==> src/rtl/aud_recorder_if.sv <==
// Codec, control and SRAM write signals of the audio recorder.
// The slave view belongs to the recorder, the master view to its driver.
interface aud_recorder_if #(
   parameter int ADDR_W = 20
);
   logic              i_adclrck;
   logic              i_adcdat;
   logic              i_start;
   logic              i_pause;
   logic              i_stop;
   logic [ADDR_W-1:0] o_address;
   logic [15:0]       o_data;
   logic              o_valid;
   logic              o_busy;
   logic              o_full;

   modport slave (
      input  i_adclrck,
      input  i_adcdat,
      input  i_start,
      input  i_pause,
      input  i_stop,
      output o_address,
      output o_data,
      output o_valid,
      output o_busy,
      output o_full
   );

   modport master (
      output i_adclrck,
      output i_adcdat,
      output i_start,
      output i_pause,
      output i_stop,
      input  o_address,
      input  o_data,
      input  o_valid,
      input  o_busy,
      input  o_full
   );
endinterface

==> src/rtl/aud_recorder.sv <==
// I2S right-channel capture: 16-bit MSB-first samples are written
// to SRAM one per LRCK period, with start/pause/stop and full control.
module aud_recorder #(
   parameter int              ADDR_W   = 20,
   parameter logic [ADDR_W-1:0] MAX_ADDR = {ADDR_W{1'b1}}
) (
   input  logic          i_bclk,
   input  logic          i_rst_n,
   aud_recorder_if.slave bus
);
   typedef enum logic [1:0] {
      S_IDLE,
      S_WAIT,
      S_RECV
   } state_t;

   state_t            state_q, state_d;
   logic              lrc_q, lrc_d;
   logic [15:0]       shift_q, shift_d;
   logic [3:0]        cnt_q, cnt_d;
   logic [ADDR_W-1:0] next_addr_q, next_addr_d;
   logic [ADDR_W-1:0] addr_q, addr_d;
   logic [15:0]       data_q, data_d;
   logic              valid_q, valid_d;
   logic              busy_q, busy_d;
   logic              full_q, full_d;
   logic              frame_start;

   // The frame-start edge is the I2S delay slot; its data bit is ignored.
   assign frame_start = ~lrc_q & bus.i_adclrck;

   always_comb begin
      state_d     = state_q;
      lrc_d       = bus.i_adclrck;
      shift_d     = shift_q;
      cnt_d       = cnt_q;
      next_addr_d = next_addr_q;
      addr_d      = addr_q;
      data_d      = data_q;
      valid_d     = 1'b0;
      full_d      = full_q;
      unique case (state_q)
         S_IDLE: begin
            if (bus.i_start && !bus.i_stop) begin
               next_addr_d = '0;
               full_d      = 1'b0;
               state_d     = S_WAIT;
            end
         end
         S_WAIT: begin
            if (bus.i_stop) begin
               state_d = S_IDLE;
            end else if (frame_start && !bus.i_pause) begin
               cnt_d   = 4'd15;
               state_d = S_RECV;
            end
         end
         S_RECV: begin
            if (bus.i_stop) begin
               state_d = S_IDLE;
            end else if (!bus.i_adclrck) begin
               state_d = S_WAIT;
            end else begin
               shift_d[cnt_q] = bus.i_adcdat;
               cnt_d          = cnt_q - 4'd1;
               if (cnt_q == 4'd0) begin
                  data_d  = {shift_q[15:1], bus.i_adcdat};
                  addr_d  = next_addr_q;
                  valid_d = 1'b1;
                  // The last address ends the take instead of wrapping.
                  if (next_addr_q == MAX_ADDR) begin
                     full_d  = 1'b1;
                     state_d = S_IDLE;
                  end else begin
                     next_addr_d = next_addr_q + 1'b1;
                     state_d     = S_WAIT;
                  end
               end
            end
         end
         default: state_d = S_IDLE;
      endcase
      busy_d = (state_d != S_IDLE);
   end

   always_ff @(posedge i_bclk or negedge i_rst_n) begin
      if (!i_rst_n) begin
         state_q     <= S_IDLE;
         lrc_q       <= 1'b0;
         shift_q     <= '0;
         cnt_q       <= '0;
         next_addr_q <= '0;
         addr_q      <= '0;
         data_q      <= '0;
         valid_q     <= 1'b0;
         busy_q      <= 1'b0;
         full_q      <= 1'b0;
      end else begin
         state_q     <= state_d;
         lrc_q       <= lrc_d;
         shift_q     <= shift_d;
         cnt_q       <= cnt_d;
         next_addr_q <= next_addr_d;
         addr_q      <= addr_d;
         data_q      <= data_d;
         valid_q     <= valid_d;
         busy_q      <= busy_d;
         full_q      <= full_d;
      end
   end

   assign bus.o_address = addr_q;
   assign bus.o_data    = data_q;
   assign bus.o_valid   = valid_q;
   assign bus.o_busy    = busy_q;
   assign bus.o_full    = full_q;
endmodule

==> src/flat_wrapper.sv <==
// flat-port wrapper written by rule: the top's interface ports become plain ports
module aud_recorder_flat 
#(
   parameter int              ADDR_W   = 20,
   parameter logic [ADDR_W-1:0] MAX_ADDR = {ADDR_W{1'b1}}
)
  (i_bclk, i_rst_n, bus_i_adclrck, bus_i_adcdat, bus_i_start, bus_i_pause, bus_i_stop, bus_o_address, bus_o_data, bus_o_valid, bus_o_busy, bus_o_full);
  aud_recorder_if #(.ADDR_W(ADDR_W)) bus_i ();
  input  logic i_bclk;
  input  logic i_rst_n;
  input wire logic [$bits(bus_i.i_adclrck)-1:0] bus_i_adclrck;
  input wire logic [$bits(bus_i.i_adcdat)-1:0] bus_i_adcdat;
  input wire logic [$bits(bus_i.i_start)-1:0] bus_i_start;
  input wire logic [$bits(bus_i.i_pause)-1:0] bus_i_pause;
  input wire logic [$bits(bus_i.i_stop)-1:0] bus_i_stop;
  output wire logic [$bits(bus_i.o_address)-1:0] bus_o_address;
  output wire logic [$bits(bus_i.o_data)-1:0] bus_o_data;
  output wire logic [$bits(bus_i.o_valid)-1:0] bus_o_valid;
  output wire logic [$bits(bus_i.o_busy)-1:0] bus_o_busy;
  output wire logic [$bits(bus_i.o_full)-1:0] bus_o_full;
  assign bus_i.i_adclrck = bus_i_adclrck;
  assign bus_i.i_adcdat = bus_i_adcdat;
  assign bus_i.i_start = bus_i_start;
  assign bus_i.i_pause = bus_i_pause;
  assign bus_i.i_stop = bus_i_stop;
  assign bus_o_address = bus_i.o_address;
  assign bus_o_data = bus_i.o_data;
  assign bus_o_valid = bus_i.o_valid;
  assign bus_o_busy = bus_i.o_busy;
  assign bus_o_full = bus_i.o_full;
  aud_recorder #(.ADDR_W(ADDR_W), .MAX_ADDR(MAX_ADDR)) u_core (.i_bclk(i_bclk), .i_rst_n(i_rst_n), .bus(bus_i));
endmodule
==> config.mk <==
export PLATFORM = sky130hd
export DESIGN_NAME = aud_recorder_flat
export DESIGN_NICKNAME = d
export VERILOG_FILES = /design/src/rtl/aud_recorder_if.sv /design/src/rtl/aud_recorder.sv /design/src/flat_wrapper.sv
export SDC_FILE = /design/constraint.sdc
export NUM_CORES = 1
export LEC_CHECK = 0
export CELL_PAD_IN_SITES_DETAIL_PLACEMENT = 0
export CELL_PAD_IN_SITES_GLOBAL_PLACEMENT = 1
export CORE_UTILIZATION = 35
export DETAILED_ROUTE_END_ITERATION = 10
export PLACE_DENSITY = 0.69
export SYNTH_ARGS = -nofsm -noshare
export SYNTH_HDL_FRONTEND = slang
export SYNTH_SLANG_ARGS = --single-unit
export TNS_END_PERCENT = 30
==> constraint.sdc <==
create_clock -name i_bclk -period 2.68 [get_ports i_bclk]
set_input_delay 0.268 -clock i_bclk [delete_from_list [all_inputs] [get_ports i_bclk]]
set_output_delay 0.268 -clock i_bclk [all_outputs]
set_load 0.1 [all_outputs]
---- After elaboration in Yosys (flattened, before gate mapping) ----
Index checks and enable logic that the tools add are counted.
cells by class
  $lt $le $gt $ge ......................... 2
  eq/ne operators ......................... 11
  multiplexer cells ....................... 32
  bitwise gates (word level) .............. 3
  reduce and logical (&&, ||, !) cells .... 15
  add/subtract/negate cells ............... 2
operator list
  cell                                                   count
  2-to-1 mux 20 bit                                      5
  one-hot mux 20 bit (2 select lines)                    1
  adder 20 x 1 -> 20 bit, second input constant          1
  equality test 20 bit, second input constant            1
  bitwise mux 16 bit                                     1
  2-to-1 mux 4 bit                                       4
  2-to-1 mux 2 bit                                       6
  AND reduction 6 bit                                    2
  2-to-1 mux 1 bit                                       11
  inequality test 2 x 1 -> 1 bit, second input constant  4
  inequality test 2 bit, second input constant           4
  one-hot mux 4 bit (2 select lines)                     1
  one-hot mux 2 bit (3 select lines)                     1
  nonzero test 2 bit                                     3
  < comparator 4 x 5 -> 1 bit, second input constant     1
  AND reduction 5 bit                                    1
  demux 1 bit (select 4 bit)                             1
  >= comparator 4 x 1 -> 1 bit, second input constant    1
  logical NOT 4 bit                                      1
  AND reduction 4 bit                                    1
  subtractor 4 x 1 -> 4 bit, second input constant       1
  logical AND 1 bit                                      3
  AND reduction 3 bit                                    1
  equality test 2 x 1 -> 1 bit, second input constant    1
  other kinds (6)                                        8
storage, ports and cells
  input bits .............................. 7
  output and inout bits ................... 39
  register bits after elaboration ......... 82

---- Depth between registers and ports, before layout ----
  word-level depth ........................ 7
  gate-level depth with buffers ........... 9
  depth with buffers taken out ............ 7

---- Worst setup path after synthesis ----
No wires, ideal clock.
  kind .................................... register to register
  start point ............................. register u_core.cnt_q[0]
  end point ............................... register u_core.next_addr_q[8]
  period minus slack after synthesis ...... 2192 ps
  library setup time ...................... 123 ps
  setup slack ............................. 488 ps
  arrival ................................. 2070 ps
  path buffers ............................ 0
  required time ........................... 2557 ps
  stages on the path, launching flop included .. 8
  cell sequence ........................... dfrtp_1 > inv_1 > ha_1 > or3b_1 > o21ai_4 > nand2_4 > or4_1 > mux2i_1
between the ends
  cells in the longest elaborated chain, start to end .. 3
RTL lines
  item                                             line                 text
  from (decl)                                      aud_recorder.sv:20   logic [3:0] cnt_q, cnt_d;
  from (signal assigned)                           aud_recorder.sv:102  cnt_q <= cnt_d;
  logical NOT 4 bit                                aud_recorder.sv:66   if (cnt_q == 4'd0) begin
  inequality test 2 x 1 -> 1 bit (no source line)  n/a
  AND reduction 6 bit (no source line)             n/a
  to (signal assigned)                             aud_recorder.sv:103  next_addr_q <= next_addr_d;
  to (decl)                                        aud_recorder.sv:21   logic [ADDR_W-1:0] next_addr_q, next_addr_d;
No other way between the ends.
A chain may end at the register's enable or synchronous reset.

---- Final worst setup path ----
  start point ............................. register u_core.cnt_q[0]
  end point ............................... register u_core.next_addr_q[16]
The elaborated chain is that of the path after synthesis.

==> results.py <==
metrics = {
    "status": {
        "run_status": "complete, but fails checks",
        "failed_checks": "design-rule violations",
    },
    "setup_path": {
        "critical_path.max_fanout": 8,
        "reg2reg_depth": 7,
        "ff2ff_setup_slack_ns": 0.27,
        "cp.required_ns": 2.97,
        "worst_setup_path_start_kind": "flip-flop",
        "top_cell_family_by_delay_on_the_critical_path": "simple AND/OR/NAND/NOR gates",
        "timing.critical_path.arrival_ns": 2.70,
        "path_buf_inv": 1,
        "rr_endpoint": "u_core.next_addr_q[16]$_DFFE_PN0P_",
        "critical_path.slowest_cell": "or3b_1",
        "critical_path.reg2reg.startpoint": "u_core.cnt_q[0]$_DFFE_PN0P_",
        "timing.setup.critical_path_class": "reg2reg",
        "cp_cell_sequence": "inv_1 > ha_1 > or3b_1 > o21ai_4 > nand4_4 > or3_1 > a21oi_1",
        "crit_path_max_incr_delay_ns": 0.46,
        "worstSetupEndpointType": "flip-flop",
    },
    "logic_synthesis": {
        "number_of_synthesized_flops_with_an_enable_pin": 0,
        "synthesis.nets": 358,
        "yosysSeqAreaShare_pct": 55.16,
        "yosys.area.top_type_share_pct": 55.16,
        "ys_top_cells_by_count": "85 x nand2_1, 81 x dfrtp_1, 30 x mux2_2",
        "postSynthRegisterBits": 81,
        "ys.flop_type": "dfrtp_1",
        "synth_cell_types": 49,
        "netlist_instances": 345,
        "post_synth.cell_area_avg_um2": 10.65,
        "synthMostInstantiatedCell": "nand2_1",
        "synth.top_cells.by_area": "dfrtp_1 55%, mux2_2 9.2%, nand2_1 8.7%",
        "syn_area_mm2": 0.003675,
        "yosys_warnings": 0,
        "synth.largest_area_cell": "dfrtp_1",
        "fraction_of_synthesis_flops_using_an_asynchronous_set_or_reset_pin_pct": 100.0,
    },
    "clock_tree": {
        "tritoncts.num_buffers": 9,
        "clock-sinks": 81,
        "tritoncts": "done",
        "cts_resized": 0,
        "htree_num_levels": 3,
        "clock_tree_buf_depth": 2,
        "clock_latency_ns": 0.37,
        "clock_tree.root_cell": "clkbuf_8",
        "cts.reportedPaths.clkPinSlew_ns": 0.09,
        "post-cts-setup-buffer-count": 0,
        "cts_hold_repair.buffers": 1,
    },
    "sta": {
        "worst_pin_slew_ns": 0.5846,
        "final.setup_skew_ns": 0.009747,
        "finalSetupViolations": 0,
        "final_worst_path_period_need_ns": 2.412,
        "relative_slew_slack_pct": 60.66,
        "final.hold.worst_slack_ns": 0.4020,
        "timing.final.crit_share_pct": 90.01,
        "hold_violations": 0,
        "postLayoutSetupSlackWorst_ns": 0.2677,
        "final_max_tran_viols": 0,
        "fmax_mhz": 414.5,
        "setup-tns-final_ns": 0,
        "grt_setup_unrepaired": "no",
    },
    "placed_design": {
        "port_buffers": 45,
        "post-dp-hpwl_mm": 4.922,
        "gp_congestion": 0.7576,
        "post-place-cells": 520,
        "dpl_worst_slack_ns": 0.2847,
    },
    "pwr": {
        "p_total_mw": 2.274,
        "p_per_area_mw_per_mm2": 518.0,
        "power.static_leakage_nw": 2.106,
        "peakVddDrop_v": 0.0002419,
    },
    "run": {
        "cap_violations": 0,
    },
    "cells_and_area": {
        "fin_cells": 537,
        "n_fill_cell": 1016,
        "seq_area_mm2": 0.002027,
        "drive_gt1_share_pct": 25.94,
        "multiInputGateArea_mm2": 0.001548,
        "final_nets": 409,
        "flow.area_growth_from_synthesis_pct": 19.48,
        "insertedDiodeCount": 0,
    },
    "detailed_routing": {
        "highest-signal-layer": "met4",
        "route.vias.total": 2627,
        "drt_first_pass_iters": 7,
        "detail_route.drc_violations": 2,
        "dr.first_iter.drc_count": 82,
        "drt.antenna.violating_nets": 0,
        "met1Wirelength_mm": 3.786,
        "routed_via_density": 4.892,
        "met3RoutedLength_um": 271,
        "postRouteWirelength_mm": 7.261,
        "wl_per_cell_um": 13.52,
        "wl_met2_mm": 3.069,
    },
    "floorplan": {
        "rows": 37,
        "fp.coreArea_mm2": 0.01023,
        "die_x_um": 104.5,
        "initial_core_util_pct": 35.92,
        "fp.dieH_um": 104.5,
        "io_pins": 46,
        "total_die_area_mm2": 0.01091,
    },
    "global_route": {
        "grt-ovfl-total": 0,
        "grt_first_pass_wirelength_mm": 12.70,
        "antenna_found_initial": 0,
        "global_route.usage.total_pct": 14.86,
        "via_count_of_the_first_global_routing_pass": 2651,
        "grt_start_max_net_pins": 45,
    },
    "worst_hold_path": {
        "min_path_type": "in2async",
    },
}
[where the power goes]
| part | leakage (nW) | internal [mW] | switching [mW] |
|---|---|---|---|
| registers | 1.11 | 1.25 | 0.0330 |
| logic | 0.911 | 0.0599 | 0.115 |
| clock network | 0.0822 | 0.342 | 0.479 |
| total | 2.11 | 1.65 | 0.627 |
[worst max path at each step]
stage	cells after the start	endpoint	start	slack (ns)
2_1_floorplan	7	u_core.next_addr_q[8]$_DFFE_PN0P_	u_core.cnt_q[0]$_DFFE_PN0P_	0.49
3_3_place_gp	6	u_core.next_addr_q[16]$_DFFE_PN0P_	bus_i_stop	0.31
3_5_place_dp	7	u_core.next_addr_q[19]$_DFFE_PN0P_	u_core.cnt_q[0]$_DFFE_PN0P_	0.28
4_1_cts	7	u_core.next_addr_q[16]$_DFFE_PN0P_	u_core.cnt_q[0]$_DFFE_PN0P_	0.26
5_1_grt	7	u_core.next_addr_q[16]$_DFFE_PN0P_	u_core.cnt_q[0]$_DFFE_PN0P_	0.09
6_report	7	u_core.next_addr_q[16]$_DFFE_PN0P_	u_core.cnt_q[0]$_DFFE_PN0P_	0.27
[area by class of cell]
class	instances	share of cell area [%]
tap	136	3.876
timing repair buffer	53	9.974
clock buffer	9	2.821
sequential	81	46.17
clock inverter	7	1.225
multi-input combinational	243	35.25
inverter	8	0.6840
[logic make-up (layout without fill, tap and decap cells)]
kind of cell             Yosys count  after routing  share of synthesized area, %
AND/OR/NAND/NOR                  150            150                         20.57
flip-flops                        81             81                         55.16
AO/OA/AOI/OAI                     51             51                         8.649
multiplexers                      32             32                         9.738
buffers and inverters             21             77                         2.894
adder cells (fa/ha/maj)            6              6                         2.043
XOR/XNOR                           4              4                        0.9535
[per-stage QoR]
stage | area, um^2 | util [%]
floorplan | 3675 | -
global placement | 4203 | 41.08
detailed placement | 4203 | 41.08
CTS | 4390 | 42.91
global route | 4390 | 42.91
finish | 4390 | 42.91
[sequential cells by signal (all words and copies together) (netlist names)]
name                  flops
u_core.bus.o_address     20
u_core.bus.o_busy         1
u_core.bus.o_data        16
u_core.bus.o_full         1
u_core.bus.o_valid        1
u_core.cnt_q              4
u_core.lrc_q              1
u_core.next_addr_q       20
u_core.shift_q           15
u_core.state_q            2
[layer usage]
layer	global-route usage (%)	vias up
li1	-	1295
met1	20.40	1285
met2	21.52	36
met3	4.135	11
met4	7.143	0
met5	0	-
[placed cells by master, fill, tap and decap left out, types with 2 or more instances in the layout]
cell,netlist,routed
a21oi_1,21,21
buf_12,0,2
buf_4,1,45
clkbuf_8,0,9
clkdlybuf4s50_1,0,5
clkinvlp_4,0,3
dfrtp_1,81,81
ha_1,6,6
inv_1,7,7
inv_6,0,2
mux2_2,30,30
mux2i_1,2,2
nand2_1,85,85
nand2b_1,4,4
nand3_1,8,8
nand4_1,2,2
nand4_4,2,2
nor2_1,13,13
nor3_1,3,3
nor4_1,2,2
o2111ai_1,2,2
o21ai_0,17,17
o31ai_1,2,2
or2b_1,2,2
or3_1,13,13
or4_1,4,4
xor2_1,3,3
[worst reg2reg max path: stages, from the launching register on]
cell     delay [ns]
dfrtp_1        0.45
inv_1          0.12
ha_1           0.23
or3b_1         0.46
o21ai_4        0.37
nand4_4        0.19
or3_1          0.39
a21oi_1        0.14
Note: power is estimated with default switching activity, not from simulation.
